`config.mk`:
```
export PLATFORM = sky130hd
export DESIGN_NAME = inta_sequencer
export DESIGN_NICKNAME = d
export VERILOG_FILES = /design/src/rtl/inta_sequencer.sv
export SDC_FILE = /design/constraint.sdc
export NUM_CORES = 1
export LEC_CHECK = 0
export ABC_AREA = 1
export CAP_MARGIN = 25
export CORE_MARGIN = 2
export CORE_UTILIZATION = 29
export CTS_CLUSTER_SIZE = 24
export DETAILED_ROUTE_END_ITERATION = 16
export PLACE_DENSITY = 0.48
export SLEW_MARGIN = 20
export SYNTH_ARGS = -nofsm -noshare
export SYNTH_HDL_FRONTEND = slang
export SYNTH_SLANG_ARGS = --single-unit
```
`constraint.sdc`:
```
create_clock -name clk -period 1.45 [get_ports clk]
set_clock_uncertainty 0.05 [all_clocks]
set_input_delay 0.29 -clock clk [delete_from_list [all_inputs] [get_ports clk]]
set_output_delay 0.29 -clock clk [all_outputs]
set_load 0.01 [all_outputs]
```
`src/rtl/inta_sequencer.sv`:
```
// inta_sequencer: issues the INTA pulse train for a PIC interrupt request, captures the
// bytes the PIC drives on D, and hands the vector / CALL target to the core.
module inta_sequencer #(
   parameter int unsigned PULSE_CYCLES = 2,
   parameter int unsigned GAP_CYCLES   = 2,
   parameter logic [7:0]  CALL_OPCODE  = 8'hCD
) (
   input  logic        clk,
   input  logic        rst_n,
   input  logic        INT,
   input  logic [7:0]  D,
   input  logic        mode_8086,
   input  logic        int_enable,
   input  logic        vec_ready,
   output logic        INTA,
   output logic [1:0]  number_of_ack,
   output logic        busy,
   output logic        vec_valid,
   output logic [7:0]  vector,
   output logic [15:0] call_addr,
   output logic        opcode_err
);
   typedef enum logic [1:0] {IDLE, PULSE, GAP, DONE} state_t;
   localparam logic [7:0] P_LOAD = 8'(PULSE_CYCLES - 1);
   localparam logic [7:0] G_LOAD = 8'(GAP_CYCLES - 1);
   state_t      r_state, w_next;
   logic        r_int_meta, r_int_s, r_mode, r_inta, r_busy, r_valid, r_err;
   logic [7:0]  r_cnt, r_b0, r_b1, r_vector;
   logic [1:0]  r_k, r_nack;
   logic [15:0] r_call;
   logic        w_start, w_pulse_end, w_gap_end, w_ack, w_last;
   always_ff @(posedge clk or negedge rst_n) begin
      if (!rst_n) begin
         r_state    <= IDLE;
         r_int_meta <= 1'b0;
         r_int_s    <= 1'b0;
         r_mode     <= 1'b0;
         r_inta     <= 1'b1;
         r_busy     <= 1'b0;
         r_valid    <= 1'b0;
         r_err      <= 1'b0;
         r_cnt      <= 8'd0;
         r_b0       <= 8'd0;
         r_b1       <= 8'd0;
         r_vector   <= 8'd0;
         r_k        <= 2'd0;
         r_nack     <= 2'd0;
         r_call     <= 16'd0;
      end else begin
         r_int_meta <= INT;
         r_int_s    <= r_int_meta;
         r_state    <= w_next;
         r_cnt      <= (w_start || w_gap_end) ? P_LOAD :
                       (w_pulse_end && !w_last) ? G_LOAD :
                       (r_cnt != 8'd0) ? r_cnt - 8'd1 : r_cnt;
         r_inta     <= (w_start || w_gap_end) ? 1'b0 : w_pulse_end ? 1'b1 : r_inta;
         if (w_start) begin
            r_mode <= mode_8086;
            r_k    <= 2'd0;
            r_busy <= 1'b1;
         end
         if (w_pulse_end) begin
            r_nack <= r_k + 2'd1;
            if (r_k == 2'd0) r_b0 <= D;
            if (r_k == 2'd1) r_b1 <= D;
            if (!w_last) r_k <= r_k + 2'd1;
            else begin
               // the final byte is still on D, so the result is assembled on the capture edge
               r_valid  <= 1'b1;
               r_vector <= r_mode ? D : r_b1;
               r_call   <= r_mode ? 16'h0000 : {D, r_b1};
               r_err    <= !r_mode && (r_b0 != CALL_OPCODE);
            end
         end
         if (w_ack) begin
            r_valid <= 1'b0;
            r_busy  <= 1'b0;
            r_nack  <= 2'd0;
         end
      end
   end
   always_comb begin
      w_last      = r_mode ? (r_k == 2'd1) : (r_k == 2'd2);
      w_start     = (r_state == IDLE) && r_int_s && int_enable;
      w_pulse_end = (r_state == PULSE) && (r_cnt == 8'd0);
      w_gap_end   = (r_state == GAP) && (r_cnt == 8'd0);
      w_ack       = (r_state == DONE) && vec_ready;
      w_next      = w_start ? PULSE :
                    w_pulse_end ? (w_last ? DONE : GAP) :
                    w_gap_end ? PULSE :
                    w_ack ? IDLE : r_state;
   end
   always_comb begin
      INTA          = r_inta;
      number_of_ack = r_nack;
      busy          = r_busy;
      vec_valid     = r_valid;
      vector        = r_vector;
      call_addr     = r_call;
      opcode_err    = r_err;
   end
endmodule

```
==> results of run 1 <==
[sequential cells by signal, summed over array words and instances (netlist names), 2 cells and up]
| register | cells |
|---|---|
| call_addr | 16 |
| number_of_ack | 2 |
| r_b0 | 8 |
| r_b1 | 8 |
| r_cnt | 8 |
| r_k | 2 |
| r_state | 2 |
| vector | 8 |
[power groups by stage]
stage	sequential [W]	combinational, W	clock (W)
3_5_place_dp	0.00273	0.00310	0
6_report	0.00272	0.00337	0.00155
5_1_grt	0.00279	0.00377	0.00171
2_1_floorplan	0.00282	0.00165	0
3_3_place_gp	0.00273	0.00308	0
4_1_cts	0.00272	0.00330	0.00163
[final cells by class]
| cell class | count | area [um2] | share of cell area (%) |
|---|---|---|---|
| clock buffers | 11 | 151 | 3.70 |
| clock inverters | 4 | 47.5 | 1.16 |
| inverters | 30 | 113 | 2.75 |
| multi-input cells | 220 | 1320 | 32.2 |
| flip-flops and latches | 61 | 1530 | 37.3 |
| well taps | 133 | 166 | 4.06 |
| repair buffers | 84 | 771 | 18.8 |
[layer usage]
layer	GRT usage [%]	vias up	wire length, um
met4	5.06	0	94
met3	5.38	6	336
met2	25.5	53	3440
met1	18.4	1129	3240
li1	-	1184	-
met5	0	-	0
[per-stage QoR]
stage | util (%) | setup TNS (ps)
2_1_floorplan | - | -695
3_3_place_gp | 37.7 | -2030
3_5_place_dp | 37.7 | -2810
4_1_cts | 41.8 | -717
5_1_grt | 42.3 | -4130
6_report | 42.3 | -139
[layout by cell type (no fill, tap or decap)]
cell / synthesis / final
o21ai_0: 15 / 15
buf_12: 0 / 3
nand2_2: 8 / 27
clkdlybuf4s50_1: 0 / 12
dlygate4sd2_1: 0 / 29
nand2_4: 1 / 3
ha_4: 0 / 1
clkinvlp_4: 0 / 1
nand4_1: 2 / 2
inv_2: 3 / 8
bufinv_16: 0 / 1
clkinv_2: 0 / 2
buf_16: 0 / 1
inv_1: 27 / 22
nor2_1: 25 / 19
dfrtp_1: 60 / 60
nand3_2: 2 / 2
a21oi_4: 0 / 1
a21oi_2: 2 / 1
buf_4: 0 / 31
clkbuf_2: 0 / 1
nand2_1: 106 / 86
o21ai_1: 9 / 8
ha_1: 4 / 3
dlygate4sd3_1: 0 / 1
dfstp_2: 1 / 1
nor2_8: 1 / 1
xor2_2: 0 / 1
o21ai_2: 24 / 25
nand3_1: 10 / 9
nand3_4: 3 / 6
nor2_2: 1 / 6
clkbuf_8: 0 / 11
buf_6: 6 / 5
nor2_4: 3 / 4
buf_2: 0 / 1
[worst max-delay path by stage]
stage	startpoint	to	cells after the start
finish	r_cnt[0]	call_addr[1]	8
global route	r_cnt[0]	vector[1]	8
CTS	r_cnt[3]	vector[3]	7
detailed placement	r_cnt[0]	r_cnt[6]	10
global placement	r_cnt[0]	vector[0]	8
floorplan	r_cnt[0]	call_addr[5]	8
[what timing repair did]
item | CTS | global route
cloned | 4 | 0
hold buffers | 1 | 0
setup buffers | 7 | 4
pin swaps | 15 | 15
gates resized for setup | 67 | 13
hold endpoints to repair | 8 | 0
setup endpoints to repair | 85 | 58
[kinds of logic (layout without fill, tap and decap cells)]
kind of cell | Yosys count | count (layout) | share of synthesized area [%]
simple gates | 162 | 165 | 26.1
flops | 61 | 61 | 53.2
compound gates | 50 | 50 | 12.1
buf+inv | 38 | 129 | 6.54
fa+ha+maj | 4 | 4 | 1.74
xor+xnor | 1 | 1 | 0.305
==> metrics, run 1 <==
outcome=finished, violations left; violated checks=setup timing; largest net degree at the start of global routing=38; FP Rows=36; Routed WL=around 7100 um; placed inst area=3650 um2; 1st-iter DRT viols=roughly 110; TritonCTS Buffers=9; crit path max fanout=20; post-route design area=4100 um2; Final Hold Vio Count=0; die area=10700 um2; Ys Warns=0; Post-synth EDFFs=0; Mapped Area=around 2900 um2; Clock power frac=between 20% and 30%; Yosys top cell by area=dfrtp_1; drt via density=~4.4; routed len/inst=between 10 and 15 um; #FFs+latches synth=around 60; Sw Share=38.5%; # DRC=0; Worst EP arrival=about 1700 ps; maxcap violations=0; Worst VDD drop=0.000784 V; Comb power frac=44.1%; Max Root-Sink Buffers=2; P&R area growth vs syn=42.7%; die width=a little over 100 um; Seq/Total Area, Yosys=around 53%; Min Clock Period, post-route=between 1000 and 1500 ps; Net Switching=0.00294 W; Leak=~2.0 nW; DP Cell Count=513; final cell count without fillers=about 540; relative slew slack=approximately four fifths; hold_ws=a little under 300 ps; power consumption=0.00764 W; critical path launch point type=register; Final setup violation count=13; Worst R2R Start=r_cnt[0]; routability congestion estimate=slightly below 0.8; asr flop ratio synth=100%; top cells by count, synth=nand2_1, dfrtp_1, inv_1; final number of max-transition violations=0; reg2reg setup slack=-20 ps; Initial Util=29.6%; Post-Synthesis Net Count=~330; DP Wirelength=4660 um; n_diodes=0; Clk Latency, worst-skew pair=roughly 350 ps; required time worst endpoint=~1600 ps; Avg Cell Area, Syn=slightly above 9 um2; Ports=44; vias in the first global route=between 2000 and 2500; type of the tightest min-delay check=input pin to async pin; Pint=~0.0047 W; final worst slack=-21.4 ps; post-route ant nets=0; clock-pin slew of the registers on the worst-case setup and hold paths=70 ps; cell count after synthesis=approximately 320; CP max stage cell=dfrtp_1; RSZ-0062 raised after global routing=true; Core ar.=around 9700 um2; dominant cells by area after synthesis=dfrtp_1, nand2_1, o21ai_2; clk sink count=61; Remaining Overflow, GRT=0; nets=424; worst-path cell chain=inv_2 -> ha_4 -> nand2_4 -> nor2_8 -> nand3_4 -> buf_12 -> nand2_1 -> o21ai_2; area share of the largest cell type after synthesis=between 50% and 60%; crit share post-route=101%; Chip Height=a little over 100 um; Filler cells=994; DRT Pass-1 Iters=4; CTS tree=yes; Tightest Pin Transition=about 280 ps; first-pass GRT wire length=about 12000 um; CP Capture Type=register; pre-CTS setup slack=-106 ps; share of post-route cells with drive strength above 1=a little over a third; count leader, synth=nand2_1; via count=between 2000 and 2500; root buf cell=clkbuf_8; H-tree levels=3; Total GRT Usage=around 15%; Seq pwr share=between 30% and 40%; antenna violations before repair=0; # port buffers=43; worst reg2reg endpoint=call_addr[1]; power per cell area=1870 nW/um2; R2R depth=8; ys flop type=dfrtp_1; crit-path leading delay family=simple AND/OR/NAND/NOR gates; synth unique cells=23; Max Clk Rate=about 700 MHz; Crit path buffers/inverters=2; WS Path Type=register to register; max incr delay on CP=slightly below 400 ps
No activity file was read; power rests on OpenSTA's default activity.
==> inputs of run 2 (changes only) <==
--- a/config.mk
+++ b/config.mk
@@ -12,7 +12,7 @@
 export CTS_CLUSTER_SIZE = 24
 export DETAILED_ROUTE_END_ITERATION = 16
 export PLACE_DENSITY = 0.48
-export SLEW_MARGIN = 20
+export SKIP_CTS_REPAIR_TIMING = 1
 export SYNTH_ARGS = -nofsm -noshare
 export SYNTH_HDL_FRONTEND = slang
 export SYNTH_SLANG_ARGS = --single-unit
==> run 2 against run 1 <==
  * The run still ends with setup timing left
  * Die area is the same
  * Count of clock-buffer cells in the layout did not move
  * Maximum frequency decreased by 3.2%
  * Wire length up 4.5%
  * Cell count rose by 1.1%
  * Clock power about the same
  * Largest power group unchanged
  * Highest routed layer unchanged
==> metrics, run 2 (same netlist as run 1, synthesis figures left out) <==
launch point of the worst path=r_cnt[4]; share of post-route cells with drive strength above 1=40.6% (+5.5 points); Max Root-Sink Buffers=2 (unchanged); H-tree levels=3 (unchanged); Ports=44 (unchanged); crit share post-route=105% (+3.4 points); DP Wirelength=4660 um (unchanged); flip-flop count of the largest register after layout=16 (unchanged); required time worst endpoint=1630 ps (about the same); Worst EP arrival=1700 ps (+40 ps); Clk Latency, worst-skew pair=350 ps (about the same); RSZ-0062 raised after global routing=true; pre-CTS setup slack=-106 ps (unchanged); antenna violations before repair=0 (unchanged); P&R area growth vs syn=53.4%; violated checks=setup timing; R2R depth=8 (unchanged); commonest non-fill, non-tap cell in the layout=nand2_1; root buf cell=clkbuf_8; FP Rows=36 (unchanged); TritonCTS Buffers=9 (unchanged); Final Util=45.5% (+3.2 points); worst reg2reg endpoint=r_b1[7]; # DRC=0 (unchanged); final worst slack=-70.1 ps (-48.7 ps); die width=103 um (unchanged); post-route ant nets=0 (unchanged); Crit path buffers/inverters=2 (unchanged); Min Clock Period, post-route=1520 ps (+48.7 ps); # port buffers=43 (unchanged); critical path launch point type=register; via count=2408 (+1.5%); largest net degree at the start of global routing=38 (unchanged); Worst VDD drop=0.000817 V (+4.2%); vias in the first global route=2251 (-7.6%); 1st-iter DRT viols=97 (-13%); CP max stage cell=dfrtp_1; die area=10700 um2 (unchanged); crit-path leading delay family=simple AND/OR/NAND/NOR gates; commonest non-fill, non-tap cells in the layout=nand2_1, dfrtp_1, buf_4; crit path max fanout=8 (-60%); CP Capture Type=register; Routed WL=7440 um (+4.5%); drt via density=4.39 (+0.41%); max incr delay on CP=420 ps (+30 ps); Max Clk Rate=658 MHz (-3.2%); Tightest Pin Transition=308 ps (+26.7 ps); Chip Height=103 um (unchanged); first-pass GRT wire length=11200 um (-7.5%); Leak=2.26 nW (+14%); n_diodes=0 (unchanged); type of the tightest min-delay check=input pin to async pin; power consumption=0.00809 W (+5.8%); critical path depth=8 (unchanged); Worst R2R Start=r_cnt[4]; worst-path cell chain=nor2_4 -> nand2_4 -> nor2_8 -> buf_4 -> buf_6 -> nand3_4 -> nand2_1 -> o21ai_1; DRT Pass-1 Iters=4 (unchanged); outcome=finished, violations left; Filler cells=950 (-4.4%); power per cell area=1840 nW/um2 (-1.6%); routability congestion estimate=0.781 (unchanged); nets=430 (+1.4%); final number of max-transition violations=0 (unchanged); reg2reg setup slack=-70 ps (-50 ps); WS Path Type=register to register; clk sink count=61 (unchanged); clock-pin slew of the registers on the worst-case setup and hold paths=70 ps (about the same); Initial Util=29.6% (unchanged); Critical Path Sink=r_b1[7]; maxcap violations=0 (unchanged); CTS tree=yes; relative slew slack=79.4% (-1.9 points); Total GRT Usage=14.2% (-1.1 points); routed len/inst=13.5 um (+3.3%); Remaining Overflow, GRT=0 (unchanged); Final setup violation count=41 (+28); Core ar.=9680 um2 (unchanged); Final Hold Vio Count=0 (unchanged)
run 2: cell types whose count changed in the layout (fill, tap and decap cells not counted), sizes merged:
| cell | delta |
|---|---|
| dlygate4sd2 | -29 |
| buf | +4 |
| clkbuf | +1 |
| dlymetal6s2s | +30 |
run 2: layout make-up:
type / count / area (um2) / share of cell area, %
tap: 133 / 166 / 3.78
timing repair buffer: 90 / 955 / 21.7
clock inverter: 4 / 47.5 / 1.08
inverter: 30 / 118 / 2.67
clock buffer: 11 / 151 / 3.44
multi-input combinational: 220 / 1440 / 32.7
sequential: 61 / 1530 / 34.7
run 2: worst register-to-register path, stage by stage, from the launching register on:
cell     delay, ps
dfrtp_1        420
nor2_4         150
nand2_4         90
nor2_8         170
buf_4          130
buf_6          100
nand3_4        130
nand2_1        100
o21ai_1         60
run 2: metal layers:
metal  vias up  track usage (%)  part of all wire [%]
met2        45             23.5                    49
met4         0             4.86                   1.3
met3         8             5.31                   4.5
met5         -                0                     0
li1       1200                -                     -
met1      1155             16.9                    45
run 2: report_power, final:
| group | total, W | switching (W) | internal, W | leakage, nW |
|---|---|---|---|---|
| clock network | 0.00156 | 0.000693 | 0.000872 | 0.101 |
| registers | 0.00277 | 0.000447 | 0.00232 | 0.680 |
| logic | 0.00376 | 0.00197 | 0.00178 | 1.48 |
run 2: worst min path at each step:
stage | startpoint | to | cells past startpoint
3_3_place_gp | rst_n | r_int_meta | 1
2_1_floorplan | rst_n | busy | 0
6_report | rst_n | number_of_ack[0] | 2
5_1_grt | INT | r_int_meta | 1
3_5_place_dp | rst_n | r_int_meta | 1
4_1_cts | rst_n | r_int_meta | 1
run 2: metrics by stage:
| stage | setup TNS, ps | cells | cell area, um2 | hold slack, ps |
|---|---|---|---|---|
| final | -1490 | 549 | 4400 | 286 |
| after global routing | -5980 | 549 | 4400 | 316 |
| after CTS | -8670 | 528 | 3850 | -254 |
| after detailed placement | -2810 | 513 | 3650 | 131 |
| after global placement | -2030 | 513 | 3650 | 128 |
| after floorplan | -695 | 316 | 2880 | -55.6 |
==> edit (config.mk and constraints of run 1) <==
The 4 states of `state_t` get a one-hot encoding in 4 bits.
--- a/src/rtl/inta_sequencer.sv
+++ b/src/rtl/inta_sequencer.sv
@@ -20,7 +20,7 @@
    output logic [15:0] call_addr,
    output logic        opcode_err
 );
-   typedef enum logic [1:0] {IDLE, PULSE, GAP, DONE} state_t;
+   typedef enum logic [3:0] {IDLE = 4'b0001, PULSE = 4'b0010, GAP = 4'b0100, DONE = 4'b1000} state_t;
    localparam logic [7:0] P_LOAD = 8'(PULSE_CYCLES - 1);
    localparam logic [7:0] G_LOAD = 8'(GAP_CYCLES - 1);
    state_t      r_state, w_next;
Check against the original RTL: no difference found for any inputs over 10 cycles, from zero or initial values and one cycle with rst_n low; not proved beyond that.
==> edit against run 1 <==
Final area is 1.3% higher. Area after synthesis is 0.74% higher. Wire length is 1.7% lower. Sequential cell count rose by 2. Setup slack got worse by 0.12 ns. First-iteration DRC count down 55%. Synthesized cell count up 2.8%. Fmax down 7.3%. Critical endpoint is now vector[7]. The run still ends with setup timing left. Utilization is 0.36 points higher.
Power is not compared: it rests on default switching activity, and its combinational part moved more than twofold at a synthesized area within 25%.
==> edit: results (changes against run 1) <==
[status]
status = complete, but fails checks
violations = setup timing

[placed_design]
dpl.hpwl_um = 4730  ; +1.5%
place_inst = 526  ; +2.5%
placed_area_mm2 = 0.00371  ; +1.6%
port_buffers = 43  ; unchanged
gp_congestion = 0.732  ; -6.3%
place_ws_ns = -0.152  ; -0.0467 ns

[global_route]
first_global_vias = 2367  ; -2.8%
grt_pass1_wl_um = 11600  ; -4.6%
grt_util_all_layers_pct = 13.7  ; -1.5 points
grt_max_degree = 52  ; +37%

[sta]
setup_slack_ns = -0.137  ; -0.116 ns
timing.hold.ws_ns = 0.301  ; +0.0122 ns
setup_viol = 57  ; +44
tns_ns = -4.92  ; -4.78 ns
worst_slew_margin_rel_pct = 78.0  ; -3.2 points

[yosys]
synth_fp_nets = 343  ; +2.7%
synth.area.top_cells = dfrtp_1, nand2_1, inv_1, o21ai_2, o21ai_0
synth_common_cells = nand2_1, dfrtp_1, inv_1
netlist_instances = 325  ; +2.8%
ys_seq_area_share_pct = 54.6  ; +1.4 points
netlist-cell-type-count = 30  ; +30%

[worst_setup_path]
cp_top_family = buffers and inverters
reg2reg_from = r_cnt[1]
r2r_cells = 9  ; +1
crit-reg2reg-capture = vector[7]
crit_arrival_ns = 1.77  ; +0.11 ns
worstPathMaxFanout = 26  ; +30%

[power]
ir_drop_mv = 0.464

[route]
drt_iter0_drc = 50  ; -55%
vias_per_cell = 4.24  ; -3.0%
wirelength_um = 6990  ; -1.7%
post_drt_wl_per_cell_um = 12.6  ; -3.5%

[clocking]
cts-resized-gates = 70  ; +4.5%
clock-root-buffer = clkbuf_8
cts.clk_slew.worst_paths_ns = 0.07  ; about the same
cts_hold_buf = 1  ; unchanged
post_cts_buffers = 7  ; unchanged

[worst_hold_path]
hold_end = r_int_s
hold_path_class = reg2reg

[final_layout]
largest_reg_flops = 16  ; unchanged
final_layout_size_suffix_gt1_share_pct = 34.5  ; -0.60 points
nNetsFinal = 434  ; +2.4%

[edit: changes by cell type after synthesis, sizes merged, moves of 2 or more]
| cell | change |
|---|---|
| a21oi | +10 |
| nor2 | +2 |
| buf | +2 |
| nand2 | -12 |
| o21a | +2 |
| inv | +9 |
| o21ai | -5 |
| nand3 | -4 |
[edit: cell families (layout without fill, tap and decap cells)]
group	Yosys count	after routing	synth area share (%)
AO/OA/AOI/OAI	58	58	12.8
adder cells (fa/ha/maj)	4	4	1.73
XOR/XNOR	1	1	0.303
buffers and inverters	49	144	8.00
AND/OR/NAND/NOR	150	150	22.6
flip-flops	63	63	54.6
[edit: power breakdown]
part | leakage, uW | internal [uW] | total [uW] | switching (uW)
Combinational | 0.00122 | 42.0 | 109 | 66.9
Clock | 0.0000922 | 702 | 1390 | 684
Sequential | 0.000665 | 1760 | 1760 | 0.596
Total | 0.00198 | 2500 | 3260 | 752
[edit: how the worst max path moves through the flow]
stage	startpoint	to	slack [ns]
finish	r_cnt[1]	vector[7]	-0.14
global route	r_cnt[0]	r_cnt[7]	-0.22
CTS	r_cnt[1]	r_cnt[0]	-0.13
detailed placement	int_enable	r_cnt[5]	-0.15
global placement	r_cnt[1]	r_b0[6]	-0.12
floorplan	r_cnt[0]	vector[2]	-0.02
[edit: cell type report]
class | count | area [um^2]
fill | 1008 | 5580
sequential | 63 | 1580
multi-input combinational | 213 | 1260
timing repair buffer | 89 | 821
tap | 133 | 166
clock buffer | 12 | 155
inverter | 40 | 150
clock inverter | 3 | 18.8
[edit: routing by layer]
layer  global-route usage [%]  part of all wire (%)  vias up  wire [um]
met4                     5.69                   1.8        0        128
met5                        0                     0        -          0
li1                         -                     -     1202          -
met3                     4.20                   2.8       10        193
met2                     20.5                    46       32       3220
met1                     18.4                    49     1100       3450
